### src/rtl/dcache_ctrl.sv
// dcache_ctrl: non-blocking, direct-mapped, write-through data-cache controller.
// Probes an external 32-line array, forwards misses and stores to memory, and
// tracks outstanding load misses in a FIFO miss buffer matched by memory tag.
// Optional build macro: DCACHE_FILL_BYPASS_EN (a load miss that matches the fill
// completing this cycle is answered directly from the returning memory data).
module dcache_ctrl #(
  parameter int REQ_BUFF_SIZE = 16,
  parameter int REQ_BUFF_BITS = 4,
  parameter int LB_BITS       = 3
) (
  input  logic                     clock,
  input  logic                     reset,
  input  logic                     nuke0,
  input  logic                     nuke1,
  input  logic                     lsq_req_valid,
  input  logic                     lsq_req_store,
  input  logic [63:0]              lsq_req_addr,
  input  logic [63:0]              lsq_req_data,
  input  logic                     lsq_req_thread,
  input  logic [LB_BITS-1:0]       lsq_req_lb_idx,
  input  logic [3:0]               Dmem2proc_response,
  input  logic [63:0]              Dmem2proc_data,
  input  logic [3:0]               Dmem2proc_tag,
  input  logic [63:0]              Dcache_data_1,
  input  logic                     Dcache_valid_1,
  output logic [1:0]               proc2Dmem_command,
  output logic [63:0]              proc2Dmem_addr,
  output logic [63:0]              proc2Dmem_data,
  output logic [63:0]              Dcache_data_out_1,
  output logic                     Dcache_valid_out_1,
  output logic                     Mem_request_failed,
  output logic [4:0]               rd1_idx,
  output logic [7:0]               rd1_tag,
  output logic                     wr1_req_en,
  output logic [4:0]               wr1_req_idx,
  output logic [7:0]               wr1_req_tag,
  output logic [63:0]              wr1_req_data,
  output logic                     wr1_missed_load_en,
  output logic [4:0]               wr1_missed_load_idx,
  output logic [7:0]               wr1_missed_load_tag,
  output logic                     lb_resp_valid,
  output logic                     lb_resp_thread,
  output logic [LB_BITS-1:0]       lb_resp_lb_idx,
  output logic [63:0]              lb_resp_data,
  output logic [REQ_BUFF_BITS-1:0] head_index,
  output logic [REQ_BUFF_BITS-1:0] tail_index,
  output logic [REQ_BUFF_BITS:0]   count,
  output logic                     full
);

  typedef enum logic [1:0] {BUS_NONE = 2'd0, BUS_LOAD = 2'd1, BUS_STORE = 2'd2} bus_cmd_e;

  // miss buffer payload (no reset needed, qualified by mb_valid)
  logic [3:0]               mb_mtag   [REQ_BUFF_SIZE];
  logic [4:0]               mb_idx    [REQ_BUFF_SIZE];
  logic [7:0]               mb_tag    [REQ_BUFF_SIZE];
  logic                     mb_thread [REQ_BUFF_SIZE];
  logic [LB_BITS-1:0]       mb_lb     [REQ_BUFF_SIZE];
  logic [REQ_BUFF_SIZE-1:0] mb_valid;
  logic [REQ_BUFF_SIZE-1:0] mb_squash;
  logic [REQ_BUFF_BITS-1:0] head, tail;
  logic [REQ_BUFF_BITS:0]   cnt;

  logic [4:0] req_idx;
  logic [7:0] req_tag;
  logic       req_live, is_load, is_store, accepted;
  logic       ret_match, head_squashed, bypass, miss, alloc, store_wr, buf_full;
  logic       unused_addr_lsb;

  function automatic logic [REQ_BUFF_BITS-1:0] ptr_inc(input logic [REQ_BUFF_BITS-1:0] p);
    return (p == REQ_BUFF_BITS'(REQ_BUFF_SIZE - 1)) ? '0 : p + REQ_BUFF_BITS'(1);
  endfunction

  assign unused_addr_lsb = ^lsq_req_addr[2:0];
  assign req_idx  = lsq_req_addr[7:3];
  assign req_tag  = lsq_req_addr[15:8];
  assign buf_full = (cnt == (REQ_BUFF_BITS+1)'(REQ_BUFF_SIZE));

  // request decode and memory-return matching; everything is idle during reset
  always_comb begin
    req_live      = reset && lsq_req_valid && !(lsq_req_thread ? nuke1 : nuke0);
    is_load       = req_live && !lsq_req_store;
    is_store      = req_live && lsq_req_store;
    accepted      = (Dmem2proc_response != 4'd0);
    ret_match     = reset && (Dmem2proc_tag != 4'd0) && mb_valid[head] &&
                    (Dmem2proc_tag == mb_mtag[head]);
    head_squashed = mb_squash[head] || (mb_thread[head] ? nuke1 : nuke0);
`ifdef DCACHE_FILL_BYPASS_EN
    bypass        = is_load && !Dcache_valid_1 && ret_match &&
                    (mb_idx[head] == req_idx) && (mb_tag[head] == req_tag);
`else
    bypass        = 1'b0;
`endif
    miss          = is_load && !Dcache_valid_1 && !bypass;
    alloc         = miss && !buf_full && accepted;
    store_wr      = is_store && accepted;
  end

  // output drive; a store write to the same line wins over the fill write
  always_comb begin
    proc2Dmem_command   = BUS_NONE;
    proc2Dmem_addr      = '0;
    proc2Dmem_data      = '0;
    Dcache_data_out_1   = '0;
    Dcache_valid_out_1  = 1'b0;
    Mem_request_failed  = 1'b0;
    rd1_idx             = '0;
    rd1_tag             = '0;
    wr1_req_en          = 1'b0;
    wr1_req_idx         = '0;
    wr1_req_tag         = '0;
    wr1_req_data        = '0;
    wr1_missed_load_en  = 1'b0;
    wr1_missed_load_idx = '0;
    wr1_missed_load_tag = '0;
    lb_resp_valid       = 1'b0;
    lb_resp_thread      = 1'b0;
    lb_resp_lb_idx      = '0;
    lb_resp_data        = '0;
    if (reset) begin
      rd1_idx = req_idx;
      rd1_tag = req_tag;
      if (is_load && Dcache_valid_1) begin
        Dcache_valid_out_1 = 1'b1;
        Dcache_data_out_1  = Dcache_data_1;
      end else if (bypass) begin
        Dcache_valid_out_1 = 1'b1;
        Dcache_data_out_1  = Dmem2proc_data;
      end else if (miss) begin
        if (buf_full) begin
          Mem_request_failed = 1'b1;
        end else begin
          proc2Dmem_command  = BUS_LOAD;
          proc2Dmem_addr     = {lsq_req_addr[63:3], 3'b000};
          Mem_request_failed = !accepted;
        end
      end else if (is_store) begin
        proc2Dmem_command  = BUS_STORE;
        proc2Dmem_addr     = {lsq_req_addr[63:3], 3'b000};
        proc2Dmem_data     = lsq_req_data;
        Mem_request_failed = !accepted;
      end
      if (store_wr) begin
        wr1_req_en   = 1'b1;
        wr1_req_idx  = req_idx;
        wr1_req_tag  = req_tag;
        wr1_req_data = lsq_req_data;
      end
      if (ret_match) begin
        wr1_missed_load_en  = !(store_wr && (req_idx == mb_idx[head]));
        wr1_missed_load_idx = mb_idx[head];
        wr1_missed_load_tag = mb_tag[head];
        if (!head_squashed) begin
          lb_resp_valid  = 1'b1;
          lb_resp_thread = mb_thread[head];
          lb_resp_lb_idx = mb_lb[head];
          lb_resp_data   = Dmem2proc_data;
        end
      end
    end
  end

  assign head_index = head;
  assign tail_index = tail;
  assign count      = cnt;
  assign full       = buf_full;

  // miss-buffer pointers, occupancy, valid and squash bits
  always_ff @(posedge clock or negedge reset) begin
    if (!reset) begin
      head      <= '0;
      tail      <= '0;
      cnt       <= '0;
      mb_valid  <= '0;
      mb_squash <= '0;
    end else begin
      for (int unsigned i = 0; i < REQ_BUFF_SIZE; i++) begin
        if (mb_valid[i] && ((nuke0 && !mb_thread[i]) || (nuke1 && mb_thread[i])))
          mb_squash[i] <= 1'b1;
      end
      if (ret_match) begin
        mb_valid[head] <= 1'b0;
        head           <= ptr_inc(head);
      end
      if (alloc) begin
        mb_valid[tail]  <= 1'b1;
        mb_squash[tail] <= 1'b0;
        tail            <= ptr_inc(tail);
      end
      if (alloc && !ret_match)
        cnt <= cnt + 1'b1;
      else if (!alloc && ret_match)
        cnt <= cnt - 1'b1;
    end
  end

  // miss-buffer payload capture at the tail
  always_ff @(posedge clock) begin
    if (alloc) begin
      mb_mtag[tail]   <= Dmem2proc_response;
      mb_idx[tail]    <= req_idx;
      mb_tag[tail]    <= req_tag;
      mb_thread[tail] <= lsq_req_thread;
      mb_lb[tail]     <= lsq_req_lb_idx;
    end
  end

endmodule

### config.mk
export PLATFORM = sky130hd
export DESIGN_NAME = dcache_ctrl
export DESIGN_NICKNAME = d
export VERILOG_FILES = /design/src/rtl/dcache_ctrl.sv
export SDC_FILE = /design/constraint.sdc
export NUM_CORES = 1
export LEC_CHECK = 0
export CAP_MARGIN = 25
export CORE_AREA = 2 2 255 257
export DETAILED_ROUTE_END_ITERATION = 10
export DIE_AREA = 0 0 257 259
export GPL_TIMING_DRIVEN = 0
export REMOVE_ABC_BUFFERS = 1
export SETUP_SLACK_MARGIN = 0.5
export SLEW_MARGIN = 20
export SYNTH_ARGS = -nofsm -noshare
export SYNTH_HDL_FRONTEND = slang
export SYNTH_SLANG_ARGS = --single-unit
### constraint.sdc
create_clock -name clock -period 6.1 [get_ports clock]
set_input_delay 1.525 -clock clock [delete_from_list [all_inputs] [get_ports clock]]
set_output_delay 1.525 -clock clock [all_outputs]
set_load 0.05 [all_outputs]
==> flow_summary.yaml <==
floorplanning:
  row_count: 93
  die_footprint_mm2: 0.0666
  start_util_pct: 28.4
  fp.dieH_um: 259
  core_mm2: 0.0639
  num_io_pins: 659
  chipWidth_um: 257
global_routing:
  antenna_found_initial: 28
  grt_max_degree: 61
  grt_pass1_vias: 13518
  grtUsageTotal_pct: 22.3
  first_pass_grt_wire_length_um: 105000
  grt.overflow.total: 0
placement:
  final_gp_congestion: 0.888
  detailed_place_hpwl_um: 59800
  post-place-ws_ns: -1.81
  io_buffers: 652
  dp_cells: 2664
synth:
  yosys.cell_types.count: 57
  yosysSeqAreaShare_pct: 61.8
  yosysWarningCount: 0
  number_of_synthesized_flops_with_an_enable_pin: 336
  post_synth.cell_area_avg_um2: 15.1
  ys_ff_latch: 381
  postSynth.asyncResetShare_pct: 11.8
  syn-cell-area_mm2: 0.0181
  synth_area_leaders: "sky130_fd_sc_hd__edfxtp_1 (56%), sky130_fd_sc_hd__mux4_2 (13%), sky130_fd_sc_hd__dfrtp_1 (6.2%)"
  yosys_most_used_dff: "sky130_fd_sc_hd__edfxtp_1"
  synth_top_area_share_pct: 55.6
  synth.largest_area_cell: "sky130_fd_sc_hd__edfxtp_1"
  synthesis.instances: 1199
clock_tree:
  htree_num_levels: 2
  clk_transition_reported_paths_ns: 0.06
  numClockSinks: 381
  clkLatencyLatePin_ns: 0.52
  clockBufferDepth: 3
  tritoncts: "built"
  cts_buffers: 37
  cts-root-buf: "sky130_fd_sc_hd__clkbuf_16"
setup_path:
  critical_path_arrival_ns: 4.00
  worstSetupPathType: "input port to primary output"
  critPathRequiredTime_ns: 4.58
  critPathCaptureType: "primary output"
  worst-path-max-fanout: 22
  startpoint_type: "input port"
detailed_routing:
  first_iter_violations: 722
  drt_wl_total_um: 76500
  drt_first_pass_iters: 5
  vias: 13439
  wl_per_cell_um: 27.7
  drt_drc_violations_left: 0
  ant_nets: 0
  route.detailed.vias_per_inst: 4.87
power_and_ir_drop:
  power.sequential.fraction_pct: 41.0
  power.density_mw_per_mm2: 271
  power_leakage_nw: 10.9
  p_comb_share_pct: 28.0
  vdd_ir_drop_max_mv: 0.182
  power_mw: 7.42
  cell_internal_pwr_mw: 5.24
  power.switching_mw: 2.18
  switching_share_pct: 29.4
  clockPowerShare_pct: 31.0
timing:
  finalMaxSlewViolations: 0
  hold_violations: 0
  setup_viol_count_final: 0
  final_critical_path_setup_slack_ns: 0.573
  grt_setup_unrepaired: "yes"
  finalCritPeriodShare_pct: 90.6
  post_layout_min_period_ns: 5.53
  max-slew-margin-rel_pct: 38.2
  final.hold.worst_slack_ns: 0.496
  final.setup.tns_ns: 0
  max_slew.worst_pin.slew_ns: 0.924
  skew_ns: 0.00938
  maxClockFrequency_ghz: 0.181
final_layout:
  num-fill-cells: 5808
  nets: 2161
  drive_above_1_share_pct: 23.8
  final_cells: 2759
  synthToLayoutAreaGrowth_pct: 50.9
run:
  drv.max_cap_violation_count: 0
run_status:
  run_status: "finished, final reports clean"
worst_hold_path:
  worstHoldPathType: "register to register"
[cells in the mapped netlist (6+ instances only)]
cell type and instances:
sky130_fd_sc_hd__mux2_2 24, sky130_fd_sc_hd__nor2_1 37, sky130_fd_sc_hd__buf_4 6, sky130_fd_sc_hd__nor2b_1 68, sky130_fd_sc_hd__ha_1 13, sky130_fd_sc_hd__and2_1 168, sky130_fd_sc_hd__nand3_1 14, sky130_fd_sc_hd__and3_1 142
sky130_fd_sc_hd__xnor2_1 8, sky130_fd_sc_hd__o21ai_0 11, sky130_fd_sc_hd__a21oi_1 23, sky130_fd_sc_hd__nand2_1 17, sky130_fd_sc_hd__a21o_1 10, sky130_fd_sc_hd__mux2i_1 15, sky130_fd_sc_hd__mux4_2 103, sky130_fd_sc_hd__edfxtp_1 336
sky130_fd_sc_hd__buf_2 10, sky130_fd_sc_hd__inv_1 10, sky130_fd_sc_hd__buf_6 9, sky130_fd_sc_hd__clkbuf_1 56, sky130_fd_sc_hd__xor2_1 9, sky130_fd_sc_hd__nand2b_1 6, sky130_fd_sc_hd__dfrtp_1 45
[routing by layer]
metal,wire [µm],global-route usage [%]
met5,207,0
met4,2250,5.85
met1,27100,24.3
met2,42100,43.7
met3,4840,4.40
[worst max-delay path, stage by stage]
cell	delay [ns]
sky130_fd_sc_hd__clkdlybuf4s15_2	0.35
sky130_fd_sc_hd__mux2i_4	0.31
sky130_fd_sc_hd__nor2b_4	0.25
sky130_fd_sc_hd__buf_16	0.17
sky130_fd_sc_hd__and2_4	0.23
sky130_fd_sc_hd__nor2b_4	0.26
sky130_fd_sc_hd__buf_4	0.17
sky130_fd_sc_hd__buf_16	0.16
sky130_fd_sc_hd__and2_2	0.28
sky130_fd_sc_hd__buf_4	0.25
[final cells by class]
class	instances	area (µm²)	share of cell area, %
inverter	14	52.6	0.192
multi-input combinational	715	6510	23.8
antenna	5	12.5	0.0457
tap	855	1070	3.91
timing repair buffer	723	7280	26.6
sequential	381	11200	41.0
clock inverter	20	199	0.727
clock buffer	46	1010	3.70
[power by group through the flow]
stage | combinational [mW] | sequential (mW) | clock (mW)
floorplan | 1.07 | 3.29 | 0
global placement | 1.85 | 3.29 | 0
detailed placement | 1.96 | 3.16 | 0
CTS | 2.11 | 3.04 | 2.33
global route | 2.22 | 3.06 | 2.43
finish | 2.08 | 3.04 | 2.30
[cells in the final DEF, fill, tap and decap left out, types with 6 or more instances in the layout]
| cell type | instances |
|---|---|
| sky130_fd_sc_hd__mux2_2 | 24 |
| sky130_fd_sc_hd__buf_2 | 44 |
| sky130_fd_sc_hd__buf_12 | 16 |
| sky130_fd_sc_hd__buf_16 | 15 |
| sky130_fd_sc_hd__nand3_1 | 14 |
| sky130_fd_sc_hd__clkbuf_2 | 16 |
| sky130_fd_sc_hd__o21ai_0 | 11 |
| sky130_fd_sc_hd__nor2b_1 | 65 |
| sky130_fd_sc_hd__clkinv_1 | 9 |
| sky130_fd_sc_hd__nor2_1 | 32 |
| sky130_fd_sc_hd__mux2i_1 | 14 |
| sky130_fd_sc_hd__and3_1 | 134 |
| sky130_fd_sc_hd__clkdlybuf4s50_1 | 361 |
| sky130_fd_sc_hd__buf_4 | 32 |
| sky130_fd_sc_hd__ha_1 | 13 |
| sky130_fd_sc_hd__clkdlybuf4s15_2 | 84 |
| sky130_fd_sc_hd__buf_6 | 12 |
| sky130_fd_sc_hd__a21o_1 | 10 |
| sky130_fd_sc_hd__clkdlybuf4s15_1 | 10 |
| sky130_fd_sc_hd__and2_1 | 163 |
| sky130_fd_sc_hd__nand2_1 | 17 |
| sky130_fd_sc_hd__dfrtp_1 | 41 |
| sky130_fd_sc_hd__clkbuf_1 | 6 |
| sky130_fd_sc_hd__a21oi_1 | 23 |
| sky130_fd_sc_hd__mux4_2 | 103 |
| sky130_fd_sc_hd__xor2_1 | 9 |
| sky130_fd_sc_hd__and3_2 | 8 |
| sky130_fd_sc_hd__nand2b_1 | 6 |
| sky130_fd_sc_hd__xnor2_1 | 8 |
| sky130_fd_sc_hd__inv_1 | 10 |
| sky130_fd_sc_hd__dlygate4sd2_1 | 121 |
| sky130_fd_sc_hd__clkbuf_16 | 39 |
| sky130_fd_sc_hd__edfxtp_1 | 336 |
[path summary, 6_finish.rpt]
check	startpoint	endpoint	slack [ns]	depth (start not counted)
hold / removal	mb_squash[9]	mb_squash[9]	0.50	2
min in group asynchronous	reset	mb_squash[0]	0.89	1
setup reg to reg	head_index[3]	count[4]	1.89	16
max in group asynchronous	reset	mb_squash[4]	4.63	2
setup / recovery	nuke1	wr1_req_data[28]	0.57	10
hold reg to reg	mb_squash[9]	mb_squash[9]	0.50	2
[flip-flops by register name (all words and copies together) (netlist names)]
signal      cells
mb_tag        128
mb_idx         80
mb_mtag        64
mb_lb          48
mb_squash      16
mb_thread      16
mb_valid       16
count           5
head_index      4
tail_index      4
[logic make-up (layout without fill, tap and decap cells)]
kind of cell	after synthesis	in the layout	share of synthesized area, %
adders and majority gates	14	14	1.01
DFF	381	381	61.8
AOI/OAI and AO/OA	66	66	2.36
xor gates and xnor gates	17	17	0.821
other	1	8	0.0207
muxes	143	143	15.2
and+or+nand+nor	471	472	15.7
buffers and inverters	106	803	3.09
[stage by stage]
step	instance area, µm²	util [%]
3_5_place_dp	26200	41.0
6_report	27400	42.8
5_1_grt	27400	42.8
4_1_cts	27400	42.9
3_3_place_gp	25200	39.5
2_1_floorplan	17600	-
[what timing repair did]
| action | in CTS | in global routing |
|---|---|---|
| gates resized for setup | 693 | 63 |
| hold buffers | 0 | 0 |
| pin swaps | 3 | 1 |
| gates cloned | 2 | 1 |
| buffers inserted | 16 | 4 |
| setup endpoints to repair | 354 | 191 |
No activity file was read; power rests on OpenSTA's default activity.
==> variant: new RTL, same settings <==
The parameter `LB_BITS` goes from 3 to 2.
--- a/src/rtl/dcache_ctrl.sv
+++ b/src/rtl/dcache_ctrl.sv
@@ -6,7 +6,7 @@
 module dcache_ctrl #(
   parameter int REQ_BUFF_SIZE = 16,
   parameter int REQ_BUFF_BITS = 4,
-  parameter int LB_BITS       = 3
+  parameter int LB_BITS       = 2
 ) (
   input  logic                     clock,
   input  logic                     reset,
Interface: changed (resized lb_resp_lb_idx and lsq_req_lb_idx); port bits go from 659 to 657. The function was not compared with the original's and may differ.
==> variant against the unedited design <==
Via count decreased by 1.6%; synthesized area is 3.4% lower; global-route usage down 0.44 points; design area shrank 1.4%; register-to-register slack got worse by 0.06 ns; largest power group unchanged; die area unchanged; power rose by 8.6%; setup slack gained 0.017 ns; clock skew up 0.0091 ns; routed wire length down 2.3%; count of clock-buffer cells in the layout rose by 3; hold slack lost 0.0017 ns; sequential cell count decreased by 16; synthesized cell count decreased by 1.8%.
==> variant: results (changes against the unedited design) <==
layout cell share with drive strength beyond 1=23.4% (was 23.8%); outcome=completed (unchanged); Final Skew=0.0185 ns (was 0.00938 ns); CTS Sinks=365 (was 381); DRT Wirelength=74800 microns (was 76500 microns); max_slew headroom=39.2% (was 38.2%); initial antenna violation count=34 (was 28); crit path launch=lsq_req_thread (was nuke1); proportion of synthesized area in mux cells=15.3% (was 15.2%); Setup WS pre-CTS=-1.07 ns (was -1.81 ns); post-synthesis cell type count=56 (was 57); final RePlAce weighted congestion=0.941 (was 0.888); area share of fa/ha/maj cells after synthesis=1.04% (was 1.01%); top cells by count, synth=edfxtp_1 (320), and2_1 (168), and3_1 (141), mux4_2 (88), nor2b_1 (68) (was edfxtp_1 (336), and2_1 (168), and3_1 (142), mux4_2 (103), nor2b_1 (68)); vias in the first global route=13300 (was 13500); peak supply drop=0.000186 V (was 0.000182 V); PortBufs=650 (was 652); area of the multi-input gates=6470 sq um (was 6510 sq um); DRT iter0 DRCs=664 (was 722); Seq area share=39.8% (was 41.0%); Final Cell Area=27000 sq um (was 27400 sq um); sequential share of the synthesized area=61.3% (was 61.8%); Non-clock buffer share=27.0% (was 26.6%); compound-gate portion of the synthesized area=2.46% (was 2.36%); final period utilization=90.3% (was 90.6%); grt met3 use=5.18% (was 4.40%); wire length on met1=26300 microns (was 27100 microns); crit-path max FO=53 (was 22); Seq power=3000 uW (was 3040 uW); Clk power=2450 uW (was 2300 uW); EDFF count, synth=320 (was 336); internal power=5570 uW (was 5240 uW)
==> variant: cell count changes after synthesis, sizes merged <==
cell,before,now
edfxtp,336,320
and3,142,141
mux4,103,98
clkbuf,59,60
o21ai,13,14
nor2,37,36
xnor2,8,7
buf,33,31
a21oi,23,24
nand2,17,18
==> variant: worst max-delay path, delay by kind of cell <==
| family | cells | cell delay, ns |
|---|---|---|
| buf+inv | 3 | 1.36 |
| simple gates | 2 | 0.63 |
| mux | 1 | 0.40 |
==> variant: what timing repair did <==
action / CTS / global route
hold endpoints to repair: 0 / 0
gates cloned: 5 / 1
pin swaps: 3 / 0
endpoints found under the setup margin: 353 / 190
resized for setup: 618 / 62
setup buffers: 21 / 1
==> variant: worst paths after layout <==
check,to
hold / removal,mb_squash[3]
min in group asynchronous,head_index[1]
setup / recovery,Dcache_valid_out_1
setup reg to reg,count[4]
hold reg to reg,mb_squash[3]
max in group asynchronous,head_index[2]
